## src/rtl/gesture_arm_controller.sv

```systemverilog
// Debounces gesture_recognizer results into 4-joint arm poses, slews each joint and drives servo PWM.
// Optional idle safety return to the home pose: define GESTURE_SAFETY_TIMEOUT_EN.
module gesture_arm_controller #(
  parameter int PWM_PERIOD    = 2000000,
  parameter int PULSE_MIN     = 100000,
  parameter int PULSE_SCALE   = 390,
  parameter int STABLE_FRAMES = 3,
  parameter int SLEW_STEP     = 4
`ifdef GESTURE_SAFETY_TIMEOUT_EN
  , parameter int TIMEOUT_FRAMES = 150
`endif
) (
  input  logic        clk,
  input  logic        rst,
  input  logic        gesture_valid,
  input  logic [3:0]  finger_count,
  output logic [3:0]  servo_pwm,
  output logic        cmd_valid,
  output logic [3:0]  active_gesture,
  output logic [31:0] joint_pos,
  output logic        busy
);

  localparam int             PCW        = $clog2(PWM_PERIOD);
  localparam logic [PCW-1:0] PCNT_LAST  = PCW'(PWM_PERIOD - 1);
  localparam logic [7:0]     STEP       = 8'(SLEW_STEP);
  localparam logic [3:0]     STABLE     = 4'(STABLE_FRAMES);
  localparam logic [3:0]     NO_GESTURE = 4'hF;

  logic           prev_valid;
  logic           evt;
  logic           wrap;
  logic           commit;
  logic           timeout_hit;
  logic [3:0]     cand, cnt, cand_n, cnt_n;
  logic [PCW-1:0] pcnt;
  logic [7:0]     pos   [4];
  logic [7:0]     tgt   [4];
  logic [7:0]     pos_n [4];
  logic [7:0]     tgt_n [4];
  logic [31:0]    pw    [4];

  // Joint order is base, shoulder, elbow, gripper; the gripper homes open at 0.
  function automatic logic [7:0] home_pos(input int j);
    return (j == 3) ? 8'd0 : 8'd128;
  endfunction

  function automatic logic [7:0] slew(input logic [7:0] p, input logic [7:0] t);
    logic [7:0] s;
    s = p;
    if (t > p)      s = (t - p > STEP) ? p + STEP : t;
    else if (p > t) s = (p - t > STEP) ? p - STEP : t;
    return s;
  endfunction

  function automatic logic [31:0] pulse_width(input logic [7:0] p);
    return 32'(PULSE_MIN) + 32'(p) * 32'(PULSE_SCALE);
  endfunction

  assign evt  = gesture_valid && !prev_valid;
  assign wrap = (pcnt == PCNT_LAST);

  // Saturating run-length of identical gestures; commit only on the step that lands on STABLE.
  always_comb begin
    cand_n = cand;
    cnt_n  = cnt;
    commit = 1'b0;
    if (evt) begin
      if (finger_count > 4'd5) begin
        cnt_n = 4'd0;
      end else if (finger_count == cand && cnt != 4'd0) begin
        if (cnt != 4'hF) begin
          cnt_n  = cnt + 4'd1;
          commit = (cnt_n == STABLE);
        end
      end else begin
        cand_n = finger_count;
        cnt_n  = 4'd1;
        commit = (STABLE == 4'd1);
      end
    end
  end

  always_comb begin
    for (int j = 0; j < 4; j++) begin
      pos_n[j] = slew(pos[j], tgt[j]);
      tgt_n[j] = timeout_hit ? home_pos(j) : tgt[j];
    end
    if (commit) begin
      case (finger_count)
        4'd0: tgt_n[3] = 8'd255;
        4'd1: tgt_n[0] = 8'd0;
        4'd2: tgt_n[0] = 8'd255;
        4'd3: begin tgt_n[1] = 8'd200; tgt_n[2] = 8'd60;  end
        4'd4: begin tgt_n[1] = 8'd60;  tgt_n[2] = 8'd200; end
        4'd5: tgt_n[3] = 8'd0;
        default: ;
      endcase
    end
  end

`ifdef GESTURE_SAFETY_TIMEOUT_EN
  localparam int TW = $clog2(TIMEOUT_FRAMES + 1);

  logic [TW-1:0] idle_frames;

  // Idle frame count saturates at TIMEOUT_FRAMES so the return home fires once per quiet spell.
  assign timeout_hit = wrap && !evt && (idle_frames == TW'(TIMEOUT_FRAMES - 1));

  always_ff @(posedge clk) begin
    if (rst)                                          idle_frames <= '0;
    else if (evt)                                     idle_frames <= '0;
    else if (wrap && idle_frames != TW'(TIMEOUT_FRAMES)) idle_frames <= idle_frames + TW'(1);
  end
`else
  assign timeout_hit = 1'b0;
`endif

  // Targets update on commit; positions and pulse widths only move on the frame wrap.
  always_ff @(posedge clk) begin
    if (rst) begin
      prev_valid     <= 1'b1;
      cand           <= 4'd0;
      cnt            <= 4'd0;
      cmd_valid      <= 1'b0;
      active_gesture <= NO_GESTURE;
      pcnt           <= '0;
      servo_pwm      <= 4'b0000;
      for (int j = 0; j < 4; j++) begin
        pos[j] <= home_pos(j);
        tgt[j] <= home_pos(j);
        pw[j]  <= pulse_width(home_pos(j));
      end
    end else begin
      prev_valid <= gesture_valid;
      cand       <= cand_n;
      cnt        <= timeout_hit ? 4'd0 : cnt_n;
      cmd_valid  <= commit;
      if (commit)           active_gesture <= finger_count;
      else if (timeout_hit) active_gesture <= NO_GESTURE;
      pcnt <= wrap ? '0 : pcnt + PCW'(1);
      for (int j = 0; j < 4; j++) begin
        tgt[j]       <= tgt_n[j];
        servo_pwm[j] <= (32'(pcnt) < pw[j]);
        if (wrap) begin
          pos[j] <= pos_n[j];
          pw[j]  <= pulse_width(pos_n[j]);
        end
      end
    end
  end

  assign joint_pos = {pos[3], pos[2], pos[1], pos[0]};
  assign busy      = (pos[0] != tgt[0]) || (pos[1] != tgt[1]) ||
                     (pos[2] != tgt[2]) || (pos[3] != tgt[3]);

endmodule

```

## config.mk

```make
export PLATFORM = sky130hd
export DESIGN_NAME = gesture_arm_controller
export DESIGN_NICKNAME = d
export VERILOG_FILES = /design/src/rtl/gesture_arm_controller.sv
export SDC_FILE = /design/constraint.sdc
export NUM_CORES = 1
export LEC_CHECK = 0
export ABC_AREA = 1
export CAP_MARGIN = 20
export CORE_MARGIN = 4
export CORE_UTILIZATION = 55
export CTS_BUF_LIST = sky130_fd_sc_hd__clkbuf_16
export DETAILED_ROUTE_END_ITERATION = 10
export PLACE_DENSITY = 0.82
export SLEW_MARGIN = 40
export SYNTH_ARGS = -nofsm -noshare
export SYNTH_HDL_FRONTEND = slang
export SYNTH_SLANG_ARGS = --single-unit
```

## constraint.sdc

```tcl
create_clock -name clk -period 5.24 [get_ports clk]
set_input_delay 1.048 -clock clk [delete_from_list [all_inputs] [get_ports clk]]
set_output_delay 1.048 -clock clk [all_outputs]
set_load 0.01 [all_outputs]
```

==> results.txt, run 1 <==
----------------------------------------------------
[Run status]
  Run status ... finished, violations left
  Violated checks ... negative setup slack

[Timing]
  Final number of max-transition violations ... 0
  Final-report setup violation count ... 24
  Worst slew pin tran ... 0.798 ns
  Post-layout min period ... 5.49 ns
  Setup repair after global routing missed its margin ... true
  Worst max-slew margin expressed relative to the limit ... 46.5%
  Setup clock skew after layout ... 0.0145 ns
  Period utilisation layout ... 105%
  Setup TNS ... -2.73 ns
  Worst-case setup margin in the final layout ... -0.252 ns
  Highest Clock Rate ... 182 MHz
  Hold violation total from the final report ... 0

[Worst setup path]
  Max FO, Critical Path ... 5
  Critical path's most frequent cell ... nand2_2
  Top cell family by delay on the critical path ... adder cells
  Internal reg-to-reg setup slack ... -0.25 ns
  Count of buffering cells on the critical path with inverters included ... 8
  Crit-path max cell delay ... 0.55 ns
  Start-to-end type of the worst setup path ... reg -> reg
  R2R Path Start ... pos[1][2]
  CP required ... 5.42 ns
  Arrival time at the worst endpoint ... 5.68 ns
  Number of cell instances on the worst register-to-register path ... 32
  End of the worst register-to-register path ... pw[1][13]
  Type of element capturing the critical path ... flop
  Startpoint class of the critical path ... flop
  Slowest CP cell ... fa_1

[Power and ir drop]
  Clk network pwr share ... 17.4%
  Static leakage ... 10.9 nW
  Post-layout total power ... 0.00697 W
  Maximum ir drop on the vdd rail ... 0.394 mV
  Psw ... 0.00315 W
  Cell Pwr Density ... 307 nW/um^2
  Net switching fraction of the power ... 45.2%
  Share of total power in sequential cells ... 17.9%
  Share of total power in combinational logic ... 64.7%
  Internal power ... 0.00381 W

[Clock network]
  Clock Tree Buf Depth ... 2
  Clock latency reported for the late side of the worst-skew pair ... 0.45 ns
  Hold buffer count at CTS ... 0
  Post-CTS clock slew at the launch and capture registers of the worst setup and hold paths ... 0.07 ns
  Number of CTS-inserted buffers ... 17
  TritonCTS clock tree ... built
  H-tree Lvls ... 4
  CTS root buffer ... clkbuf_16
  Clock net sink count ... 143

[Yosys]
  EDFF count, synth ... 96
  Leading post-synthesis cells by cell area ... ha_1 (22%), edfxtp_1 (18%), nand2_1 (12%), inv_1 (8.4%), dfxtp_1 (5.7%)
  Post-synth top area share ... 22.2%
  FFs w/ async S/R, synth ... 0%
  Sequential fraction of the synthesis area ... 23.3%
  Register bit total from synthesis ... 143
  Main synth FF type ... edfxtp_1
  Count of cell types in the netlist ... 47
  Net Count, Synth ... 2609
  Yosys synthesis warning count ... 0
  Post-Synthesis Mean Instance Area ... 7.18 sq um
  Gate count after technology mapping ... 2290
  Largest area contributor in the netlist ... ha_1
  Summed instance area of the synthesized netlist ... 16400 sq um

[Floorplanning]
  Die Area ... 32700 sq um
  Placeable Area ... 29600 sq um
  Die height ... 181 microns
  Number of rows in the core area ... 63
  Starting utilization of the core area ... 55.6%
  IO Pins ... 49
  Floorplan die width ... 181 microns

[Final layout]
  Area growth from synthesis to layout ... 38.2%
  Antenna cells ... 0
  Fill count ... 1796
  Number of standard cells in the final layout excluding fillers ... 3013
  Net total in the final layout ... 2929
  Share of cells above drive strength 1 ... 33.1%
  Area of the multi-input gates ... 13600 sq um
  Util after Layout ... 76.8%
  FF+latch area ... 3840 sq um

[Hold path]
  Worst-case hold path end point ... active_gesture[3]
  Origin of the worst min-delay path ... active_gesture[3]
  Type of the most critical hold path ... reg -> reg
  Hold Path Cell Cnt ... 2

[Routing]
  Residual DRC count ... 0
  Number of detailed-routing iterations run before antenna repair ... 6
  Detailed-route wire length per cell ... 19.1 microns
  Count of antenna-violating nets left after detailed routing ... 0
  DR vias ... 17800
  Per-cell via count in the routed design ... 5.90
  Drt first-iter violations ... 1655
  Post-Route WL ... 57700 microns

[Placed design]
  Worst-case setup slack after placement ... -0.324 ns
  # placed instances ... 2881
  Final HPWL DP ... 33300 microns
  Routability-driven placement congestion ratio ... 0.914
  Count of port buffers added during placement ... 48

[Global routing]
  Number of antenna violations at the first check in global routing ... 1
  Overflow left after global routing ... 0
  GRT Total Usage ... 26.7%
  Via count of the first global-routing pass ... 16200
  Maximum number of pins on one net before global-route repair ... 62
  Wire length of the first global-routing pass ... 73700 microns

[Flow run]
  Number of maximum-capacitance constraint violations ... 0

----------------------------------------------------
timing repair:
action,in CTS,in global routing
endpoints found under the setup margin,26,33
resized for setup,71,507
buffers inserted,48,56
pin swaps,37,225
metrics by stage:
step / instance area (sq um) / hold WS [ns]
global placement: 18600 / 0.430
finish: 22700 / 0.454
global route: 22700 / 0.505
detailed placement: 18600 / 0.444
CTS: 19900 / 0.460
floorplan: 16400 / 0.418
synthesized netlist by cell type, types with 4 or more instances:
library cell and number:
nand2_1 542, inv_1 368, ha_1 292, nor2_1 195, nand3_1 172, a21oi_1 143, edfxtp_1 96, xor2_1 61
o21ai_0 55, dfxtp_1 47, nand4_1 29, inv_2 28, nor3_1 24, xnor2_1 23, fa_1 20, o21ai_1 20
nand2_2 19, o211ai_1 18, nor2_2 15, buf_2 13, a211oi_1 8, buf_4 8, clkbuf_1 8, o21bai_1 8
nand3_2 7, nor2_4 7, nand3b_1 6, o21a_1 6, a21o_1 5, nor4_1 5, o21ai_2 5, xor2_2 5
a21oi_2 4, o2111ai_1 4, or2_1 4
power groups by stage:
| stage | logic (W) | clock network [W] | registers (W) |
|---|---|---|---|
| floorplan | 0.00195 | 0 | 0.00127 |
| global placement | 0.00268 | 0 | 0.00127 |
| detailed placement | 0.00279 | 0 | 0.00127 |
| CTS | 0.00299 | 0.00120 | 0.00124 |
| global route | 0.00483 | 0.00125 | 0.00125 |
| finish | 0.00451 | 0.00121 | 0.00124 |
placed cells by master (no fill, tap or decap), types with 17 or more instances in the layout:
cell	n
nor2_4	21
ha_2	28
nor3_1	17
clkbuf_16	18
nand2_4	20
o211ai_1	18
ha_4	96
nor2_2	44
edfxtp_1	96
dfxtp_1	42
o21ai_0	41
nand3_1	136
inv_2	77
o21ai_1	20
nand4_1	29
buf_4	264
a21oi_1	108
a21oi_2	32
nand2_2	105
nor2_1	152
xor2_1	45
nand2_1	437
nand3_2	38
clkdlybuf4s50_1	48
ha_1	168
inv_1	314
xnor2_1	18
final cells by class:
class,count,share of cell area [%]
clock inverter,14,0.501
multi-input combinational,1721,60.0
timing repair buffer,331,11.9
tap,390,2.15
clock buffer,18,1.98
sequential,143,16.9
inverter,396,6.64
how the worst max path moves through the flow:
stage	end	slack (ns)	cells after the start	from
2_1_floorplan	pw[3][16]	0.06	29	tgt[3][6]
3_3_place_gp	pw[2][17]	-0.15	29	pos[2][2]
3_5_place_dp	pw[2][17]	-0.32	29	pos[2][2]
4_1_cts	pw[1][15]	0.0007	32	pos[1][2]
5_1_grt	pw[1][13]	-0.49	32	pos[1][2]
6_report	pw[1][13]	-0.25	32	pos[1][2]
flip-flops by register name (all words and copies together), names as in the netlist:
signal          count
pos                32
servo_pwm           4
pw                 64
active_gesture      4
prev_valid          1
cnt                 4
cand                4
pcnt               21
tgt                 8
cmd_valid           1
cell families after synthesis:
kind of cell / Yosys count / synth area share, %
XOR/XNOR: 90 / 5.07
adder cells (fa/ha/maj): 312 / 24.7
AND/OR/NAND/NOR: 1037 / 27.3
buffers and inverters: 426 / 10.1
AO/OA/AOI/OAI: 282 / 9.67
flip-flops: 143 / 23.3
layer usage:
| metal | wire, microns | track usage [%] | part of all wire (%) | vias to the layer above |
|---|---|---|---|---|
| li1 | - | - | - | 8113 |
| met1 | 20100 | 31.2 | 35 | 8202 |
| met2 | 28800 | 49.2 | 50 | 1097 |
| met3 | 4660 | 3.95 | 8.1 | 378 |
| met4 | 4100 | 10.4 | 7.1 | 0 |
| met5 | 0 | 0 | 0 | - |
worst min-delay path: stages (launching register included):
cell and delay, ns:
dfxtp_1 0.31, nand2_1 0.06, nand2_1 0.04
Power figures use the tool's default switching activity.
==> run 2, diff against run 1 <==
CELL_PAD_IN_SITES_DETAIL_PLACEMENT = 0   (was default)
CELL_PAD_IN_SITES_GLOBAL_PLACEMENT = 1   (was default)
CORE_UTILIZATION = 43   (was 55)
CTS_CLUSTER_SIZE = 10   (was default)
PLACE_DENSITY = 0.83   (was 0.82)
==> run 2 against run 1 <==
The run now ends clean. Clock power hardly changed. Die area is 27% higher. Hold slack worse by 0.0012 ns. Count of clock-buffer cells in the layout is 1 lower. Cell area is 1.4% higher. Worst setup slack better by 0.39 ns. Utilization is 16 points lower. Critical path depth is 1 lower. Largest power group unchanged.
==> results.txt, run 2 (synthesized netlist as in run 1, its figures left out) <==
----------------------------------------------------
[Power and ir drop]
  Cell Pwr Density ... 291 nW/um^2
  Static leakage ... 11.3 nW
  Internal power ... 0.00380 W
  Psw ... 0.00291 W
  Net switching fraction of the power ... 43.4%
  Share of total power in sequential cells ... 18.5%
  Share of total power in combinational logic ... 63.2%
  Clk network pwr share ... 18.3%
  Maximum ir drop on the vdd rail ... 0.338 mV

[Routing]
  Residual DRC count ... 0
  Drt first-iter violations ... 868
  Detailed-route wire length per cell ... 15.0 microns
  DR vias ... 16200
  Number of detailed-routing iterations run before antenna repair ... 8
  Per-cell via count in the routed design ... 5.04
  Count of antenna-violating nets left after detailed routing ... 0
  Post-Route WL ... 47900 microns

[Worst setup path]
  Arrival time at the worst endpoint ... 5.30 ns
  Top cell family by delay on the critical path ... adder cells
  Crit-path max cell delay ... 0.51 ns
  Max FO, Critical Path ... 4
  Slowest CP cell ... fa_2
  Worst path depth ... 31
  Count of buffering cells on the critical path with inverters included ... 7
  Type of element capturing the critical path ... flop
  Start-to-end type of the worst setup path ... reg -> reg
  CP required ... 5.44 ns
  Number of cell instances on the worst register-to-register path ... 31
  Critical path's most frequent cell ... inv_2
  Startpoint class of the critical path ... flop

[Global routing]
  Number of antenna violations at the first check in global routing ... 2
  Via count of the first global-routing pass ... 15700
  Overflow left after global routing ... 0
  Maximum number of pins on one net before global-route repair ... 50
  Wire length of the first global-routing pass ... 74900 microns
  GRT Total Usage ... 21.8%

[Final layout]
  Design Area, Final ... 23000 sq um
  Share of cells above drive strength 1 ... 32.5%
  Largest register FFs ... 64
  Net total in the final layout ... 2999
  Antenna cells ... 0
  Top flop regs ... pw (64), pos (32), pcnt (21)
  Leading cell types in the layout, fill and taps excluded ... nand2_1 (448), buf_4 (338), inv_1 (323)
  Most common cell after layout, fill and taps aside ... nand2_1
  Largest register by flop count ... pw
  Area growth from synthesis to layout ... 40.1%
  Util after Layout ... 61.2%

[Floorplanning]
  Floorplan die width ... 204 microns
  Die Area ... 41400 sq um
  IO Pins ... 49
  Starting utilization of the core area ... 43.7%
  Die height ... 204 microns
  Number of rows in the core area ... 71
  Placeable Area ... 37700 sq um

[Clock network]
  CTS root buffer ... clkbuf_16
  Clock latency reported for the late side of the worst-skew pair ... 0.45 ns
  Clock Tree Buf Depth ... 2
  H-tree Lvls ... 4
  Clock net sink count ... 143
  TritonCTS clock tree ... built
  Post-CTS clock slew at the launch and capture registers of the worst setup and hold paths ... 0.08 ns
  Number of CTS-inserted buffers ... 17

[Placed design]
  Routability-driven placement congestion ratio ... 0.901
  Count of port buffers added during placement ... 48
  Final HPWL DP ... 35400 microns
  Placed Instance Area ... 19500 sq um

[Timing]
  Worst max-slew margin expressed relative to the limit ... 44.4%
  Post-layout min period ... 5.10 ns
  Setup clock skew after layout ... 0.0178 ns
  Final number of max-transition violations ... 0
  Worst slew pin tran ... 0.832 ns
  Period utilisation layout ... 97.3%
  Final-report setup violation count ... 0
  Setup repair after global routing missed its margin ... true
  Highest Clock Rate ... 196 MHz
  Hold violation total from the final report ... 0

[Run status]
  Run status ... finished clean

[Flow run]
  Number of maximum-capacitance constraint violations ... 0

[Hold path]
  Hold Path Cell Cnt ... 1
  Type of the most critical hold path ... reg -> reg

----------------------------------------------------
[run 2: layout make-up]
class                           instances  area, sq um
Clock buffer                           17          425
Clock inverter                         15          164
Fill cell                            3308        14600
Inverter                              396         1500
Multi-Input combinational cell       1721        13200
Sequential cell                       143         3830
Tap cell                              511          639
Timing Repair Buffer                  401         3220
[run 2: path summary, 6_finish.rpt]
check                                from        end  slack (ns)
worst max register to register  pos[1][2]  pw[1][13]        0.14
worst max-delay path            pos[1][2]  pw[1][13]        0.14
worst min-delay path              pcnt[0]    pcnt[0]        0.45
worst min register to register    pcnt[0]    pcnt[0]        0.45
[run 2: per-stage QoR]
step / setup TNS, ns / power (W) / hold WS [ns] / std cells / setup WS (ns)
after global routing: -1.75 / 0.00723 / 0.480 / 3204 / -0.151
after detailed placement: -2.34 / 0.00429 / 0.443 / 3091 / -0.197
after CTS: 0 / 0.00573 / 0.454 / 3159 / 0.00109
after floorplan: 0 / 0.00322 / 0.418 / 2290 / 0.0570
final: 0 / 0.00671 / 0.453 / 3204 / 0.142
after global placement: -1.29 / 0.00425 / 0.428 / 3091 / -0.141
[run 2: power by group through the flow]
stage	registers [W]	clock network (W)	logic (W)
CTS	0.00124	0.00125	0.00323
detailed placement	0.00127	0	0.00302
floorplan	0.00127	0	0.00195
global route	0.00125	0.00130	0.00469
global placement	0.00127	0	0.00298
finish	0.00124	0.00123	0.00424
[run 2: timing repair]
action,4_1_cts,5_1_grt
setup buffers,36,49
resized for setup,91,405
pin swaps,32,205
endpoints found under the setup margin,27,34
hold buffers,0,0
[run 2: per-layer routing]
metal / up-vias / routed length, microns / global-route usage, %
met5: - / 14 / 0
met4: 4 / 915 / 4.82
met3: 62 / 1950 / 3.70
met2: 309 / 23600 / 37.9
met1: 7538 / 21500 / 28.6
li1: 8248 / - / -
[run 2: worst reg2reg max path, delay by kind of cell, from the launching register on]
kind | cells | cell delay, ns
xor gates and xnor gates | 1 | 0.17
AOI/OAI and AO/OA | 4 | 0.41
buffers and inverters | 7 | 0.56
adders and majority gates | 7 | 2.24
and+or+nand+nor | 12 | 1.13
DFF | 1 | 0.36
==> run 3, diff against run 2 <==
CORE_UTILIZATION = 50   (was 43)
GPL_ROUTABILITY_DRIVEN = 0   (was default)
PLACE_DENSITY = 0.91   (was 0.83)
clock period = 6.4 ns   (was 5.24 ns; I/O delays follow)
==> run 3 against run 2 <==
Register-to-register slack better by 0.33 ns. First-iteration DRC count rose by 8.1%. Routed wire length is 19% lower. Count of clock-buffer cells in the layout increased by 1. Utilization is 5.7 points lower. Hold slack worse by 0.0074 ns. Non-clock buffer count decreased by 340. Final cell count is 13% lower. Clock skew fell by 0.0014 ns. Critical endpoint is now pw[3][16]. Highest routed layer unchanged.
==> results.txt, run 3 (synthesized netlist as in run 1, its figures left out) <==
----------------------------------------------------
[Final layout]
  Largest register by flop count ... pw
  Share of cells above drive strength 1 ... 6.16%
  Most common cell after layout, fill and taps aside ... nand2_1
  Top flop regs ... pw (64), pos (32), pcnt (21)
  Area growth from synthesis to layout ... 9.44%
  Leading cell types in the layout, fill and taps excluded ... nand2_1 (541), inv_1 (371), ha_1 (291)
  Antenna cells ... 0
  Net total in the final layout ... 2659
  Largest register FFs ... 64

[Worst setup path]
  CP required ... 6.59 ns
  Type of element capturing the critical path ... flop
  Slowest CP cell ... dfxtp_1
  Arrival time at the worst endpoint ... 6.12 ns
  Startpoint class of the critical path ... flop
  Crit-path max cell delay ... 0.63 ns
  Start-to-end type of the worst setup path ... reg -> reg
  Max FO, Critical Path ... 11

[Routing]
  Number of detailed-routing iterations run before antenna repair ... 6
  Per-cell via count in the routed design ... 5.18
  Count of antenna-violating nets left after detailed routing ... 0
  Residual DRC count ... 0
  DR vias ... 14500
  Post-Route WL ... 38700 microns
  Drt first-iter violations ... 938
  Detailed-route wire length per cell ... 13.9 microns

[Power and ir drop]
  Maximum ir drop on the vdd rail ... 0.182 mV
  Cell Pwr Density ... 218 nW/um^2
  Static leakage ... 9.47 nW

[Clock network]
  H-tree Lvls ... 4
  Clock Tree Buf Depth ... 2
  TritonCTS clock tree ... built
  Clock latency reported for the late side of the worst-skew pair ... 0.43 ns
  Clock net sink count ... 143
  CTS root buffer ... clkbuf_16
  Post-CTS clock slew at the launch and capture registers of the worst setup and hold paths ... 0.06 ns
  Number of CTS-inserted buffers ... 17

[Timing]
  Final-report setup violation count ... 0
  Worst-case setup margin in the final layout ... 0.474 ns
  Final hold slack ... 0.446 ns
  Post-layout min period ... 5.93 ns
  Setup clock skew after layout ... 0.0164 ns
  Worst max-slew margin expressed relative to the limit ... 48.1%
  Period utilisation layout ... 92.6%
  Highest Clock Rate ... 169 MHz
  Worst slew pin tran ... 0.779 ns
  Final number of max-transition violations ... 0
  Hold violation total from the final report ... 0
  Setup repair after global routing missed its margin ... true

[Flow run]
  Number of maximum-capacitance constraint violations ... 0

[Floorplanning]
  IO Pins ... 49
  Floorplan die width ... 189 microns
  Placeable Area ... 32500 sq um
  Number of rows in the core area ... 66
  Die height ... 189 microns
  Die Area ... 35800 sq um
  Starting utilization of the core area ... 50.7%

[Global routing]
  Wire length of the first global-routing pass ... 66100 microns
  Maximum number of pins on one net before global-route repair ... 62
  Via count of the first global-routing pass ... 14000
  GRT Total Usage ... 21.9%
  Number of antenna violations at the first check in global routing ... 2
  Overflow left after global routing ... 0

[Placed design]
  Worst-case setup slack after placement ... 0.389 ns
  Count of port buffers added during placement ... 48
  Final HPWL DP ... 30600 microns

[Hold path]
  Type of the most critical hold path ... reg -> reg

[Run status]
  Run status ... finished clean

----------------------------------------------------
## run 3: layout make-up
type	instances	area, sq um
sequential	143	3820
inverter	396	1500
clock buffer	18	450
fill	3079	14500
multi-input combinational	1721	11000
timing repair buffer	61	591
clock inverter	14	77.6
tap	442	553
## run 3: repair_timing
action / 4_1_cts / 5_1_grt
endpoints found under the setup margin: 0 / 13
resized for setup: 0 / 8
setup buffers: 0 / 6
hold buffers: 0 / 0
## run 3: metrics by stage
step / area [sq um] / power [W] / instances / utilization [%] / setup TNS (ns)
2_1_floorplan: 16400 / 0.00264 / 2290 / - / 0
3_3_place_gp: 17400 / 0.00299 / 2757 / 53.6 / 0
3_5_place_dp: 17400 / 0.00302 / 2757 / 53.6 / 0
4_1_cts: 17900 / 0.00394 / 2789 / 55.2 / 0
5_1_grt: 18000 / 0.00431 / 2795 / 55.4 / -0.0443
6_report: 18000 / 0.00392 / 2795 / 55.4 / 0
## run 3: path summary, 6_finish.rpt
path,from,to,slack [ns],depth (start not counted)
setup reg to reg,tgt[3][6],pw[3][16],0.47,29
hold reg to reg,active_gesture[3],active_gesture[3],0.45,2
setup / recovery,tgt[3][6],pw[3][16],0.47,29
hold / removal,active_gesture[3],active_gesture[3],0.45,2
## run 3: worst max-delay path: cells and delay by family, from the launching register on
kind	cells	cell delay, ns
adders and majority gates	7	2.35
and+or+nand+nor	13	1.47
DFF	1	0.63
AOI/OAI and AO/OA	3	0.56
buffers and inverters	5	0.46
xor gates and xnor gates	1	0.22
## run 3: power by group
part | switching [W] | leakage (nW) | internal [W] | total (W)
Sequential | 0.0000196 | 1.29 | 0.00101 | 0.00103
Combinational | 0.00129 | 7.90 | 0.000707 | 0.00199
Clock | 0.000395 | 0.276 | 0.000510 | 0.000905
Total | 0.00170 | 9.47 | 0.00222 | 0.00392
## run 3: metal layers
metal,vias to the layer above,global-route usage (%),share of wire (%)
li1,7580,-,-
met1,6553,29.2,47
met2,295,37.6,46
met3,45,3.30,5.2
met4,4,5.09,1.6
met5,-,0,0.059
